[config.mk]
export PLATFORM = sky130hd
export DESIGN_NAME = activity_pulse_gen
export DESIGN_NICKNAME = d
export VERILOG_FILES = /design/src/rtl/activity_pulse_gen.sv
export SDC_FILE = /design/constraint.sdc
export NUM_CORES = 1
export LEC_CHECK = 0
export CORE_ASPECT_RATIO = 0.75
export CORE_MARGIN = 5
export CORE_UTILIZATION = 54
export DETAILED_ROUTE_END_ITERATION = 6
export PLACE_DENSITY = 0.77
export SYNTH_ARGS = -nofsm -noshare
export SYNTH_HDL_FRONTEND = slang
export SYNTH_SLANG_ARGS = --single-unit
[constraint.sdc]
create_clock -name CLK -period 3.55 [get_ports CLK]
set_input_delay 0.8875 -clock CLK [delete_from_list [all_inputs] [get_ports CLK]]
set_output_delay 0.8875 -clock CLK [all_outputs]
set_load 0.02 [all_outputs]
[src/rtl/activity_pulse_gen.sv]
// Programmable step-pulse source: emits `rate` evenly spaced pulses per one-second
// window for `duration` seconds (or until stopped), using a rate accumulator.
module activity_pulse_gen #(
    parameter int CLK_PER_SEC = 1000,
    parameter int PULSE_WIDTH = 2,
    parameter int RATE_W      = 9,
    parameter int DUR_W       = 8,
    parameter int ACC_W       = 28,
    parameter int MAX_RATE    = CLK_PER_SEC / (PULSE_WIDTH + 1)
) (
    input  logic              CLK,
    input  logic              RESET,
    input  logic              start,
    input  logic              stop,
    input  logic [RATE_W-1:0] rate,
    input  logic [DUR_W-1:0]  duration,
    output logic              Pulse,
    output logic              busy,
    output logic              done,
    output logic              sec_tick,
    output logic [15:0]       pulse_total,
    output logic              clamped
);

    typedef enum logic [1:0] {S_IDLE, S_RUN, S_DRAIN} state_t;

    localparam int WID_W = (PULSE_WIDTH > 1) ? $clog2(PULSE_WIDTH) : 1;
    localparam logic [ACC_W-1:0] LP_CPS      = ACC_W'(CLK_PER_SEC);
    localparam logic [ACC_W-1:0] LP_SEC_LAST = ACC_W'(CLK_PER_SEC - 1);
    localparam logic [ACC_W-1:0] LP_MAX_RATE = ACC_W'(MAX_RATE);
    localparam logic [WID_W-1:0] LP_WID_LAST = WID_W'(PULSE_WIDTH - 1);

    state_t            r_state;
    logic [RATE_W-1:0] r_rateQ;
    logic [DUR_W-1:0]  r_secsLeft;
    logic              r_untilStop;
    logic              r_finished;
    logic [ACC_W-1:0]  r_acc;
    logic [ACC_W-1:0]  r_secCnt;
    logic [WID_W-1:0]  r_widthCnt;
    logic              r_pulse;
    logic              r_done;
    logic [15:0]       r_total;
    logic              r_clamped;

    logic [ACC_W-1:0]  w_rateExt;
    logic [ACC_W-1:0]  w_rateQExt;
    logic [ACC_W-1:0]  w_accSum;
    logic              w_fire;
    logic              w_lastCycle;

    assign w_rateExt   = ACC_W'(rate);
    assign w_rateQExt  = ACC_W'(r_rateQ);
    assign w_accSum    = r_acc + w_rateQExt;
    assign w_fire      = (r_state == S_RUN) && (w_accSum >= LP_CPS);
    assign w_lastCycle = (r_state == S_RUN) && (r_secCnt == LP_SEC_LAST);

    always_ff @(posedge CLK) begin
        if (!RESET) begin
            r_state     <= S_IDLE;
            r_rateQ     <= '0;
            r_secsLeft  <= '0;
            r_untilStop <= 1'b0;
            r_finished  <= 1'b0;
            r_acc       <= '0;
            r_secCnt    <= '0;
            r_widthCnt  <= '0;
            r_pulse     <= 1'b0;
            r_done      <= 1'b0;
            r_total     <= '0;
            r_clamped   <= 1'b0;
        end else begin
            r_done <= 1'b0;

            // A fire coinciding with stop is dropped; otherwise a started pulse always runs full width.
            if (w_fire && !stop) begin
                r_pulse    <= 1'b1;
                r_widthCnt <= LP_WID_LAST;
                if (r_total != 16'hFFFF) begin
                    r_total <= r_total + 16'd1;
                end
            end else if (r_pulse) begin
                if (r_widthCnt == '0) begin
                    r_pulse <= 1'b0;
                end else begin
                    r_widthCnt <= r_widthCnt - WID_W'(1);
                end
            end

            case (r_state)
                S_IDLE: begin
                    if (start) begin
                        r_state <= S_RUN;
                        if (w_rateExt > LP_MAX_RATE) begin
                            r_rateQ   <= RATE_W'(MAX_RATE);
                            r_clamped <= 1'b1;
                        end else begin
                            r_rateQ   <= rate;
                            r_clamped <= 1'b0;
                        end
                        r_secsLeft  <= duration;
                        r_untilStop <= (duration == '0);
                        r_finished  <= 1'b0;
                        r_total     <= '0;
                        r_secCnt    <= '0;
                        r_acc       <= '0;
                    end
                end
                S_RUN: begin
                    if (stop) begin
                        r_state    <= S_DRAIN;
                        r_finished <= 1'b0;
                    end else begin
                        // The accumulator returns to exactly zero at each window end.
                        r_acc <= w_fire ? (w_accSum - LP_CPS) : w_accSum;
                        if (w_lastCycle) begin
                            r_secCnt <= '0;
                            if (!r_untilStop) begin
                                r_secsLeft <= r_secsLeft - DUR_W'(1);
                                if (r_secsLeft == DUR_W'(1)) begin
                                    r_state    <= S_DRAIN;
                                    r_finished <= 1'b1;
                                end
                            end
                        end else begin
                            r_secCnt <= r_secCnt + ACC_W'(1);
                        end
                    end
                end
                S_DRAIN: begin
                    if (!r_pulse) begin
                        r_state <= S_IDLE;
                        r_done  <= r_finished;
                    end
                end
                default: r_state <= S_IDLE;
            endcase
        end
    end

    assign Pulse       = r_pulse;
    assign busy        = (r_state != S_IDLE);
    assign done        = r_done;
    assign sec_tick    = w_lastCycle;
    assign pulse_total = r_total;
    assign clamped     = r_clamped;

endmodule

# ---- Word-level counts from Yosys, hierarchy flattened
# Cells that the tools add are included.
dict set report totals {
  output_inout_bits 21
  elab_cells 87
  input_bits 21
  register_bits 97
}
dict set report op_classes {
  n_addsub 6
  n_reduce_logical 15
  muxes 37
  n_bitwise 2
  order_cmp 2
  eq_ne 13
}
# cell n
set op_table {}
lappend op_table {{$mux 28} 5}
lappend op_table {{$pmux 28 s2} 2}
lappend op_table {{$mux 16} 4}
lappend op_table {{$mux 8} 4}
lappend op_table {{$add 28x1->28 const B} 1}
lappend op_table {{$add 28x9->28} 1}
lappend op_table {{$eq 28x10->1 const B} 1}
lappend op_table {{$ge 28x10->1 const B} 1}
lappend op_table {{$sub 28x10->28 const B} 1}
lappend op_table {{$add 16x1->16 const B} 1}
lappend op_table {{$ne 16x16->1 const B} 1}
lappend op_table {{$pmux 8 s2} 1}
lappend op_table {{$reduce_and 5->1} 3}
lappend op_table {{$mux 1} 12}
lappend op_table {{$mux 2} 6}
lappend op_table {{$ne 2x2->1 const B} 5}
lappend op_table {{$gt 9x9->1 const B} 1}
lappend op_table {{$mux 9} 1}
lappend op_table {{$eq 8x1->1 const B} 1}
lappend op_table {{$logic_not 8->1} 1}
lappend op_table {{$sub 8x1->8 const B} 1}
lappend op_table {{$ne 3x3->1 const B} 2}
lappend op_table {{$pmux 2 s3} 1}
lappend op_table {{$reduce_bool 2->1} 3}
lappend op_table {{12 further kinds} 15}

# ---- Logic depth before layout (Yosys ltp)
dict set report depth {
  depth_word 7
  mapped_depth 13
  depth_no_buf 12
}

# ---- Least setup slack after synthesis
# Ideal clock, no wire load.
dict set report synth_timing {
  path_kind {register to register}
  from {register r_rateQ[4]}
  to {register r_acc[11]}
  path_slack_ns 0.079
  period_less_slack_ns 3.471
  path_stages_with_launch 12
  required_time_ns 3.471
  arrival_ns 3.392
  setup_ns 0.079
  n_path_buf 0
  cell_sequence {dfxtp_1 > ha_1 > o211ai_1 > o211ai_2 > a32oi_2 > or4b_1 > xor2_1 > nand4b_1 > or4_4 > and4_1 > or4_1 > o211ai_1}
}
dict set report synth_via {
  elab_chain_len 6
  word_cells_on_any_way 7
  classes_between {add/sub (2); order compare (1); mux (3); reduce/logical (1)}
}
# item line_no
set synth_lines {}
lappend synth_lines {{from (decl)} 34} ;# logic [RATE_W-1:0] r_rateQ;
lappend synth_lines {{from (signal assigned)} 95} ;# r_rateQ <= RATE_W'(MAX_RATE);
lappend synth_lines {{from (signal assigned)} 98} ;# r_rateQ <= rate;
lappend synth_lines {{$add 28x9->28 (*)} 54} ;# assign w_accSum = r_acc + w_rateQExt;
lappend synth_lines {{$ge 28x10->1} 55} ;# assign w_fire = (r_state == S_RUN) && (w_accSum >= LP_CPS);
lappend synth_lines {{$logic_and 1x1->1} 55}
lappend synth_lines {{$mux 28 (*)} 115} ;# r_acc <= w_fire ? (w_accSum - LP_CPS) : w_accSum;
lappend synth_lines {{$mux 28 (*)} 110} ;# if (stop) begin
lappend synth_lines {{$pmux 28 s2 (*)} 90} ;# case (r_state)
lappend synth_lines {{to (signal assigned)} 115}
lappend synth_lines {{to (decl)} 38} ;# logic [ACC_W-1:0] r_acc;
# Mark *: on every way between the ends. The rest lies on a longest branch, timed or not. The select of a mux whose other input is x is not followed.
# A chain may end at the register's enable or synchronous reset.

# ---- Worst setup path in the final report
dict set report layout_timing {
  from {register r_rateQ[6]}
  to {register r_acc[19]}
}
# Same word-level chain as after synthesis.

==> flow_metrics.tcl <==
set metrics [dict create \
    power.ir.vdd_worst_mv 0.208 \
    cts_htree_levels 3 \
    timing.reg2reg.setup_slack_ns -0.08 \
    multi_input_comb_area_um2 4050 \
    synth_compound_area_share_pct 18.0 \
    grt_start_max_net_pins 25 \
    clkTransAtPathRegs_ns 0.07 \
    postLayoutCellArea_um2 7570 \
    min_path_type "reg -> reg" \
    start_kind "flop" \
    drc_violations_left 0 \
    timing.hold.worst_endpoint "done" \
    max-clock-path-buffers 2 \
    main_combinational_cell_family_by_area_after_synthesis "simple AND/OR/NAND/NOR gates" \
    syn_to_final_growth_pct 27.4 \
    max_cap_violations 0 \
    cts_tree "done" \
    final.setup_skew_ns 0.00956 \
    design.die.area_um2 13200 \
    timing.critical_path.required_ns 3.82 \
    overall_fraction_of_global_route_tracks_in_use_pct 25.8 \
    tritoncts_num_sinks 97 \
    place.port_buffers 41 \
    grt_setup_unrepaired "true" \
    placed_area_um2 6880 \
    hold_path_startpoint "r_finished" \
    timing.critical_path.arrival_ns 3.90 \
    synth_common_cells "dfxtp_1, nor2_1, nand2_1" \
    path_class "reg -> reg" \
    min_period_ns 3.63 \
    synthesis.instances 760 \
    start_util_pct 54.7 \
    leakage_nw 2.66 \
    detail_route.first_pass.iterations 5 \
    ys_types 73 \
    clock_latency_ns 0.34 \
    nFillCells 807 \
    report.final.slew_viol_count 0 \
    number_of_instances_on_the_worst_hold_path 2 \
    dr.first_iter.drc_count 811 \
    synth.area.mux_share_pct 0.674 \
    route.detailed.vias_per_inst 6.28 \
    wirelength_per_cell_um 17.4 \
    post_layout_nonfiller_instances 1004 \
    ant_nets 0 \
    floorplan.io_pins 42 \
    final_critical_path_setup_slack_ns -0.0786 \
    post_synth_main_area_contributors "dfxtp_1, xnor2_1, nor2_1" \
    run_status "complete, but fails checks" \
    number_of_antenna_violations_at_the_first_check_in_global_routing 0 \
    globalplace.congestion 1.05 \
    synth-xor-area-share_pct 10.6 \
    final_core_utilization_pct 69.7 \
    timing.rr.start "r_rateQ[6]" \
    std_cell_rows 33 \
    synthArstFlopShare_pct 0 \
    main_synth_ff_type "dfxtp_1" \
    grt_pass1_vias 5874 \
    antenna-diode-count 0 \
    area_fraction_of_the_dominant_cell_type_after_synthesis_pct 32.7 \
    fmax_mhz 276 \
    final_hold_viol_count 0 \
    synth_area_leader_cell "dfxtp_1" \
    routed_wirelength_mm 17.4 \
    total_negative_slack_for_setup_checks_ns -0.155 \
    synth-edff-count 0 \
    cp-end-kind "flop" \
    reg2reg_to "r_acc[19]" \
    vias 6302 \
    yosys_register_bits 97 \
    chipWidth_um 131 \
    dp.cells 974 \
    failed_checks "negative setup slack" \
    synth.yosys.seq_area_share_pct 32.7 \
    yosys_warnings 0 \
    grt_first_pass_wirelength_mm 28.7 \
    synthesis.nets 796 \
    setup-violations-final 7 \
    floorplan.core_area_um2 10900 \
    floorplan.die.height_um 101 \
    worstPathMaxFanout 7 \
    timing.max_slew.rel_slack_pct 30.3 \
    cts-buffers-inserted 9 \
    netlist_area_um2 5940 \
    share_of_synthesized_cell_area_in_full_adder_half_adder_and_majority_cells_pct 3.28 \
    avgSynthCellArea_um2 7.82 \
    post-route-period-util_pct 102 \
    r2r_cells 14 \
    hpwl_mm 12.5 \
    design.final.nets 895 \
    pwr_density_cell_nw_per_um2 316 \
    clk_root_buffer_cell "clkbuf_16" \
    synth_simple_gate_area_share_pct 31.2 \
    finalHoldWorstSlack_ns 0.438 \
    area.sequential_um2 1950 \
    worstMarginPinSlew_ns 1.04 \
    overflow_left_after_global_routing 0 \
    drive_above_1_share_pct 19.4 \
]
-- worst max-delay path by stage --
stage / cells past startpoint / slack (ns) / from / endpoint
2_1_floorplan: 11 / 0.08 / r_rateQ[4] / r_acc[11]
3_3_place_gp: 14 / -0.03 / r_rateQ[0] / r_acc[10]
3_5_place_dp: 13 / -0.13 / r_rateQ[0] / r_acc[11]
4_1_cts: 15 / -0.03 / r_acc[0] / r_acc[19]
5_1_grt: 13 / -0.21 / r_acc[0] / r_acc[11]
6_report: 14 / -0.08 / r_rateQ[6] / r_acc[19]
-- power breakdown --
group	internal, W	switching (W)
registers	0.00111	0.0000230
logic	0.000122	0.000188
clock network	0.000490	0.000454
-- cell families (layout without fill, tap and decap cells) --
family,Yosys count,count (layout)
simple gates,363,363
compound gates,159,159
flops,97,97
xor+xnor,72,72
buf+inv,50,154
fa+ha+maj,15,15
mux,4,4
-- layer usage --
layer	vias to the layer above	wire length, µm	GRT usage [%]
li1	2955	-	-
met1	2912	7500	35.1
met2	378	7700	41.1
met3	57	1810	6.19
met4	0	435	7.35
met5	-	0	0
-- through the flow --
stage	setup WS (ns)	power, W
floorplan	0.0792	0.00133
global placement	-0.0288	0.00143
detailed placement	-0.127	0.00145
CTS	-0.0323	0.00239
global route	-0.206	0.00249
finish	-0.0786	0.00239
-- flip-flops by register name, indices dropped and copies added, names as in the netlist --
signal	count
clamped	1
r_finished	1
pulse_total	16
r_state	2
r_widthCnt	1
r_secsLeft	8
done	1
r_rateQ	9
Pulse	1
r_untilStop	1
r_acc	28
r_secCnt	28
-- area by class of cell --
class,count,area share (%)
clock inverters,7,0.860
inverters,19,0.942
repair buffers,119,13.7
multi-input cells,613,53.4
well taps,140,2.31
flip-flops and latches,97,25.8
clock buffers,9,2.98
-- placed cells by master, fill, tap and decap left out, drive strengths merged, types with 4 or more instances in the layout --
cell type / instances
nor2: 97
dfxtp: 97
nand2: 81
buf: 78
a21oi: 47
xnor2: 43
nand3: 42
clkdlybuf4s50: 41
o21ai: 40
nor3: 30
xor2: 29
nor4: 27
inv: 22
nand4: 17
ha: 14
and3: 13
a211oi: 11
a31oi: 10
or3: 10
clkbuf: 9
a21o: 8
nand2b: 8
or2: 7
o211ai: 7
and4: 6
and2: 4
o22ai: 4
nand3b: 4
mux2i: 4
a2111oi: 4
-- critical path, cell delays in order, from the launching register on --
cell	delay [ns]
dfxtp_1	0.35
ha_2	0.34
o21ai_0	0.33
nand2_1	0.22
buf_4	0.19
a32o_2	0.30
nand3_2	0.09
xnor2_2	0.07
or3_4	0.40
buf_6	0.13
nor4_4	0.34
buf_12	0.17
nor3_2	0.04
or4b_1	0.51
o221ai_2	0.07
-- repair_timing --
action / CTS / global route
gates resized for setup: 23 / 37
setup endpoints to repair: 21 / 39
hold buffers: 0 / 0
pin swaps: 5 / 18
buffers inserted: 4 / 10
Power figures use the tool's default switching activity.
